<file path="src/rtl/rca_lsu_port.sv">
// rtl/rca_lsu_port.sv - RCA load/store request responder on the core data-memory port
module rca_lsu_port #(
    parameter int XLEN            = 32,
    parameter int TAG_W           = 3,
    parameter int MAX_OUTSTANDING = 4
) (
    input  logic             clk,
    input  logic             rst,
    input  logic             rca_req_valid,
    output logic             rca_req_ready,
    input  logic [XLEN-1:0]  rca_req_addr,
    input  logic [XLEN-1:0]  rca_req_wdata,
    input  logic             rca_req_store,
    input  logic [2:0]       rca_req_fn3,
    input  logic [TAG_W-1:0] rca_req_tag,
    output logic             rca_rsp_valid,
    input  logic             rca_rsp_ready,
    output logic [XLEN-1:0]  rca_rsp_data,
    output logic [TAG_W-1:0] rca_rsp_tag,
    output logic             rca_rsp_err,
    input  logic             cpu_lsu_busy,
    output logic             mem_req_valid,
    input  logic             mem_req_ready,
    output logic [XLEN-1:0]  mem_addr,
    output logic             mem_we,
    output logic [3:0]       mem_be,
    output logic [XLEN-1:0]  mem_wdata,
    input  logic             mem_rvalid,
    input  logic [XLEN-1:0]  mem_rdata,
    output logic             rca_lsu_idle
);
    localparam int PW = (MAX_OUTSTANDING > 1) ? $clog2(MAX_OUTSTANDING) : 1;
    localparam int CW = PW + 2;
    localparam logic [CW-1:0] CMAX = CW'(MAX_OUTSTANDING);

    typedef enum logic {S_EMPTY, S_HELD} state_t;

    state_t            r_state;
    logic              r_store, r_err;
    logic [XLEN-1:0]   r_addr, r_wdata;
    logic [2:0]        r_fn3;
    logic [TAG_W-1:0]  r_tag;
    logic [3:0]        r_be;

    logic [CW-1:0]     r_if_cnt, r_rsp_cnt;
    logic [PW-1:0]     r_if_wr, r_if_rd, r_rsp_wr, r_rsp_rd;
    logic [2:0]        r_if_fn3 [MAX_OUTSTANDING];
    logic [1:0]        r_if_off [MAX_OUTSTANDING];
    logic [TAG_W-1:0]  r_if_tag [MAX_OUTSTANDING];
    logic [XLEN-1:0]   r_rsp_data [MAX_OUTSTANDING];
    logic [TAG_W-1:0]  r_rsp_tag  [MAX_OUTSTANDING];
    logic              r_rsp_err  [MAX_OUTSTANDING];

    logic [3:0]        w_in_be;
    logic [XLEN-1:0]   w_in_wdata;
    logic              w_in_err;
    logic [CW-1:0]     w_used;
    logic              w_held, w_mem_fire, w_err_retire, w_retire, w_accept;
    logic              w_if_push, w_if_pop, w_rsp_push, w_rsp_pop;
    logic [2:0]        w_pop_fn3;
    logic [1:0]        w_pop_off;
    logic [TAG_W-1:0]  w_pop_tag;
    logic [7:0]        w_byte;
    logic [15:0]       w_half;
    logic [XLEN-1:0]   w_load_data;

    // Decode the incoming request: lane enables, replicated store data, error
    always_comb begin
        w_in_be    = 4'b0000;
        w_in_wdata = rca_req_wdata;
        w_in_err   = 1'b0;
        case (rca_req_fn3)
            3'b000, 3'b100: begin
                w_in_be    = 4'b0001 << rca_req_addr[1:0];
                w_in_wdata = {4{rca_req_wdata[7:0]}};
            end
            3'b001, 3'b101: begin
                w_in_be    = 4'b0011 << rca_req_addr[1:0];
                w_in_wdata = {2{rca_req_wdata[15:0]}};
                w_in_err   = rca_req_addr[0];
            end
            3'b010: begin
                w_in_be  = 4'b1111;
                w_in_err = |rca_req_addr[1:0];
            end
            default: w_in_err = 1'b1;
        endcase
    end

    // Loads only issue while a response slot is guaranteed for their data
    assign w_used        = r_if_cnt + r_rsp_cnt;
    assign w_held        = (r_state == S_HELD);
    assign mem_req_valid = w_held && !r_err && !cpu_lsu_busy && (r_store || (w_used < CMAX));
    assign w_mem_fire    = mem_req_valid && mem_req_ready;
    // Errors wait for older loads to drain so responses stay in request order
    assign w_err_retire  = w_held && r_err && (r_if_cnt == '0) && (r_rsp_cnt != CMAX);
    assign w_retire      = w_mem_fire || w_err_retire;
    assign rca_req_ready = !w_held || w_retire;
    assign w_accept      = rca_req_valid && rca_req_ready;

    assign mem_addr  = {r_addr[XLEN-1:2], 2'b00};
    assign mem_we    = r_store;
    assign mem_be    = r_be;
    assign mem_wdata = r_wdata;

    // Single-entry request register; fields hold after retire until the next accept
    always_ff @(posedge clk) begin
        if (rst) begin
            r_state <= S_EMPTY;
            r_store <= 1'b0;
            r_err   <= 1'b0;
            r_addr  <= '0;
            r_wdata <= '0;
            r_fn3   <= 3'b000;
            r_tag   <= '0;
            r_be    <= 4'b0000;
        end else if (w_accept) begin
            r_state <= S_HELD;
            r_store <= rca_req_store;
            r_err   <= w_in_err;
            r_addr  <= rca_req_addr;
            r_wdata <= w_in_wdata;
            r_fn3   <= rca_req_fn3;
            r_tag   <= rca_req_tag;
            r_be    <= w_in_be;
        end else if (w_retire) begin
            r_state <= S_EMPTY;
        end
    end

    assign w_if_push = w_mem_fire && !r_store;
    assign w_if_pop  = mem_rvalid && (r_if_cnt != '0);
    assign w_pop_fn3 = r_if_fn3[r_if_rd];
    assign w_pop_off = r_if_off[r_if_rd];
    assign w_pop_tag = r_if_tag[r_if_rd];
    assign w_byte    = mem_rdata[{w_pop_off, 3'b000} +: 8];
    assign w_half    = mem_rdata[{w_pop_off[1], 4'b0000} +: 16];

    // Extract and extend the addressed field of the returned word
    always_comb begin
        w_load_data = mem_rdata;
        case (w_pop_fn3)
            3'b000:  w_load_data = {{(XLEN-8){w_byte[7]}}, w_byte};
            3'b100:  w_load_data = {{(XLEN-8){1'b0}}, w_byte};
            3'b001:  w_load_data = {{(XLEN-16){w_half[15]}}, w_half};
            3'b101:  w_load_data = {{(XLEN-16){1'b0}}, w_half};
            default: w_load_data = mem_rdata;
        endcase
    end

    // In-flight load bookkeeping: pointers and occupancy
    always_ff @(posedge clk) begin
        if (rst) begin
            r_if_wr  <= '0;
            r_if_rd  <= '0;
            r_if_cnt <= '0;
        end else begin
            if (w_if_push) r_if_wr <= r_if_wr + 1'b1;
            if (w_if_pop)  r_if_rd <= r_if_rd + 1'b1;
            r_if_cnt <= r_if_cnt + CW'(w_if_push) - CW'(w_if_pop);
        end
    end

    // In-flight load storage: extraction info and tag per issued load
    always_ff @(posedge clk) begin
        if (w_if_push) begin
            r_if_fn3[r_if_wr] <= r_fn3;
            r_if_off[r_if_wr] <= r_addr[1:0];
            r_if_tag[r_if_wr] <= r_tag;
        end
    end

    assign w_rsp_push    = w_if_pop || w_err_retire;
    assign rca_rsp_valid = (r_rsp_cnt != '0);
    assign w_rsp_pop     = rca_rsp_valid && rca_rsp_ready;
    assign rca_rsp_data  = rca_rsp_valid ? r_rsp_data[r_rsp_rd] : '0;
    assign rca_rsp_tag   = rca_rsp_valid ? r_rsp_tag[r_rsp_rd] : '0;
    assign rca_rsp_err   = rca_rsp_valid && r_rsp_err[r_rsp_rd];
    assign rca_lsu_idle  = !w_held && (r_if_cnt == '0) && (r_rsp_cnt == '0);

    // Response FIFO pointers and occupancy; push and pop may coincide
    always_ff @(posedge clk) begin
        if (rst) begin
            r_rsp_wr  <= '0;
            r_rsp_rd  <= '0;
            r_rsp_cnt <= '0;
        end else begin
            if (w_rsp_push) r_rsp_wr <= r_rsp_wr + 1'b1;
            if (w_rsp_pop)  r_rsp_rd <= r_rsp_rd + 1'b1;
            r_rsp_cnt <= r_rsp_cnt + CW'(w_rsp_push) - CW'(w_rsp_pop);
        end
    end

    // Response FIFO storage; an error push carries zero data
    always_ff @(posedge clk) begin
        if (w_rsp_push) begin
            r_rsp_data[r_rsp_wr] <= w_if_pop ? w_load_data : '0;
            r_rsp_tag[r_rsp_wr]  <= w_if_pop ? w_pop_tag : r_tag;
            r_rsp_err[r_rsp_wr]  <= !w_if_pop;
        end
    end
endmodule
</file>
<file path="config.mk">
export PLATFORM = sky130hd
export DESIGN_NAME = rca_lsu_port
export DESIGN_NICKNAME = d
export VERILOG_FILES = /design/src/rtl/rca_lsu_port.sv
export SDC_FILE = /design/constraint.sdc
export NUM_CORES = 1
export LEC_CHECK = 0
export CORE_ASPECT_RATIO = 0.9
export CORE_MARGIN = 2
export CORE_UTILIZATION = 55
export CTS_CLUSTER_DIAMETER = 50
export DETAILED_ROUTE_END_ITERATION = 8
export DONT_BUFFER_PORTS = 1
export GPL_TIMING_DRIVEN = 0
export HOLD_SLACK_MARGIN = 0.03
export PLACE_DENSITY = 0.7
export SYNTH_ARGS = -nofsm -noshare
export SYNTH_HDL_FRONTEND = slang
export SYNTH_SLANG_ARGS = --single-unit
export TNS_END_PERCENT = 5
</file>
<file path="constraint.sdc">
create_clock -name clk -period 4.31 [get_ports clk]
set_input_delay 0.431 -clock clk [delete_from_list [all_inputs] [get_ports clk]]
set_output_delay 0.431 -clock clk [all_outputs]
set_load 0.02 [all_outputs]
</file>
==> run metrics <==
outcome=completed; Yosys cell types=53; Die ar.=22700 sq um; initial antenna violation count=0; clk sinks=273; skew final=16.4 ps; Synth top cells by count=176 x edfxtp_1, 176 x nand2_1, 97 x dfxtp_1, 89 x a21oi_1, 46 x nor2b_1; worst min path class=input pin to flip-flop; Reg clk slew, reported paths=~60 ps; CTS root buf=clkbuf_16; CP bufs+invs=3; gpl congestion=0.866; Layout area overhead=15.9%; Cell Pwr Density=669 nW/um^2; RSZ-0062 raised after global routing=no; Slew Limit Fails=0; CTS tree=yes; ys flop type=edfxtp_1; top post-synthesis cells by area=edfxtp_1 45%, dfxtp_1 16%, mux4_2 8.4%; dpl hpwl=around 19000 um; DR vias=7442; Initial Utilization=56.5%; critical path class=flip-flop to flip-flop; DRT antenna net count=0; EDFF count, synth=between 150 and 200; max incr delay on CP=1030 ps; Tcrit/Tclk final=83.7%; largest net degree at the start of global routing=26; H-tree lvl count=1; maximum clock frequency=277 MHz; Slew headroom=10.1%; final design area excluding fillers=~14000 sq um; post-synthesis xor/xnor area fraction=1.01%; Skew-Pair Late Insertion Delay=540 ps; vias in the first global route=7627; CTS Hold Bufs=40; layout cells sized above 1=18.6%; worst endpoint required time=4700 ps; final hold violation count=0; placed instance area=12300 sq um; WP data arrival=4000 ps; number of I/O pins=219; post-synth top area share=44.6%; Compound-Gate Fraction of Synth Area=8.58%; max cap viols=0; worst vdd ir=~0.41 mV; Seq cells post-synth=273; Post-Syn Instances=922; Avg Cell Area, Syn=12.8 sq um; Tot GR Track Use=24.1%; Iter 0 DRT Violations=551; first-pass GRT wire length=42100 um; multiplexer share of the synthesized area=12.0%; Worst path most repeated cell=ha_1; synthesized area=approximately 12000 sq um; die height=143 um; Pre-antenna DRT Iters=4; Core ar.=21000 sq um; Layout Nets=1133; # DRC=0; largest family of logic cells by synthesized area=multiplexers; placed cells=1213; Synth Area in Adders=2.56%; Final Non-Filler Cells=1310; post-cts resize count=0; final setup violation count=0; synth warn=0; Overflow after GRT=0; setup bufs post-CTS=0; Simple-Gate Fraction of Synth Area=under 10%; CP top delay family=compound AO/OA/AOI/OAI gates; Routed WL=27000 um; fin crit period=3610 ps; static leakage=0.00487 uW; drt via density=approximately 5.7; Worst Tran Pin Value=1330 ps; hold_ws=49.2 ps; critical path's slowest cell=a41oi_1; cell accounting for the most synthesized area=edfxtp_1; CTS Buffer Depth=3; Fillers=approximately 1500; Die Width=~160 um; WL/cell=about 21 um; CP endpoint kind=flip-flop; worst-path maximum fanout=10; # port buffers=0; critical path startpoint category=flip-flop; Antenna Cells=0; critical path, cell by cell=inv_1 -> ha_1 -> nand2_1 -> nand2_1 -> inv_2 -> a41oi_1 -> ha_1 -> inv_1 -> ha_1 -> a21o_1 -> a21oi_1 -> xnor2_1 -> nor2_1; Num CTS Buffers=31; FFs w/ async S/R, synth=0%; Std-Cell Rows=50; sequential fraction of the synthesis area=61.0%
-- layer usage --
layer  wire length, um  up-vias  global-route usage (%)  share of wire, %
met5                 0        -                       0                 0
met4               597        0                    6.35               2.2
met3              2090       50                    6.22               7.7
met2             13100      302                    40.0                49
met1             11200     3636                    31.6                41
li1                  -     3454                       -                 -
-- sequential cells by signal, indices dropped and copies added (netlist names), 4 cells and up, named ones only --
signal and count:
r_if_fn3 12, r_rsp_data 128, r_addr 32, r_if_tag 12
r_if_cnt 4, mem_wdata 32, mem_be 4, r_rsp_cnt 4
r_if_off 8, r_rsp_err 4, r_rsp_tag 12
-- through the flow --
stage	TNS [ps]	power [uW]	worst slack, ps	util, %
2_1_floorplan	0	5950	1030	-
3_3_place_gp	-72240	6530	-546	58.2
3_5_place_dp	0	6640	667	58.7
4_1_cts	0	9240	690	65.5
5_1_grt	0	9650	442	65.5
6_report	0	9190	703	65.5
-- power breakdown --
| part | total, uW | internal (uW) | switching (uW) |
|---|---|---|---|
| clock | 2580 | 1560 | 1020 |
| combinational | 2960 | 1130 | 1830 |
| sequential | 3650 | 3400 | 254 |
| total | 9190 | 6080 | 3100 |
-- placed cells by master (no fill, tap or decap), types with 8 or more instances in the layout --
cell type	count
buf_2	12
nand2_1	176
dfxtp_1	97
mux2_2	25
o21a_1	17
clkbuf_16	31
clkbuf_1	38
nor2_1	23
mux2i_1	13
dlygate4sd3_1	40
edfxtp_1	176
o221ai_1	8
buf_4	37
ha_1	21
a21oi_1	89
nor2b_1	42
mux4_2	44
inv_1	23
o21ai_0	9
-- cell type report --
class / instances / area [sq um] / share of cell area, %
sequential: 273 / 7230 / 52.7
multi-input combinational: 540 / 4060 / 29.6
clock buffer: 42 / 847 / 6.17
buffer: 86 / 499 / 3.64
timing repair buffer: 44 / 480 / 3.50
tap: 286 / 358 / 2.61
clock inverter: 15 / 165 / 1.20
inverter: 24 / 90.1 / 0.656
-- path summary, 6_finish.rpt --
check | start | endpoint | slack (ps) | cells past startpoint
setup reg to reg | r_if_cnt[3] | r_rsp_cnt[3] | 700 | 13
hold reg to reg | r_addr[14] | r_addr[14] | 460 | 2
setup / recovery | r_if_cnt[3] | r_rsp_cnt[3] | 700 | 13
hold / removal | rca_req_tag[0] | r_tag[0] | 50 | 2
-- kinds of logic after synthesis --
logic type / Yosys count
other cells: 1
buf+inv: 110
xor+xnor: 12
flops: 273
compound gates: 156
fa+ha+maj: 23
mux: 83
simple gates: 264
(Power assumes the default switching activity.)
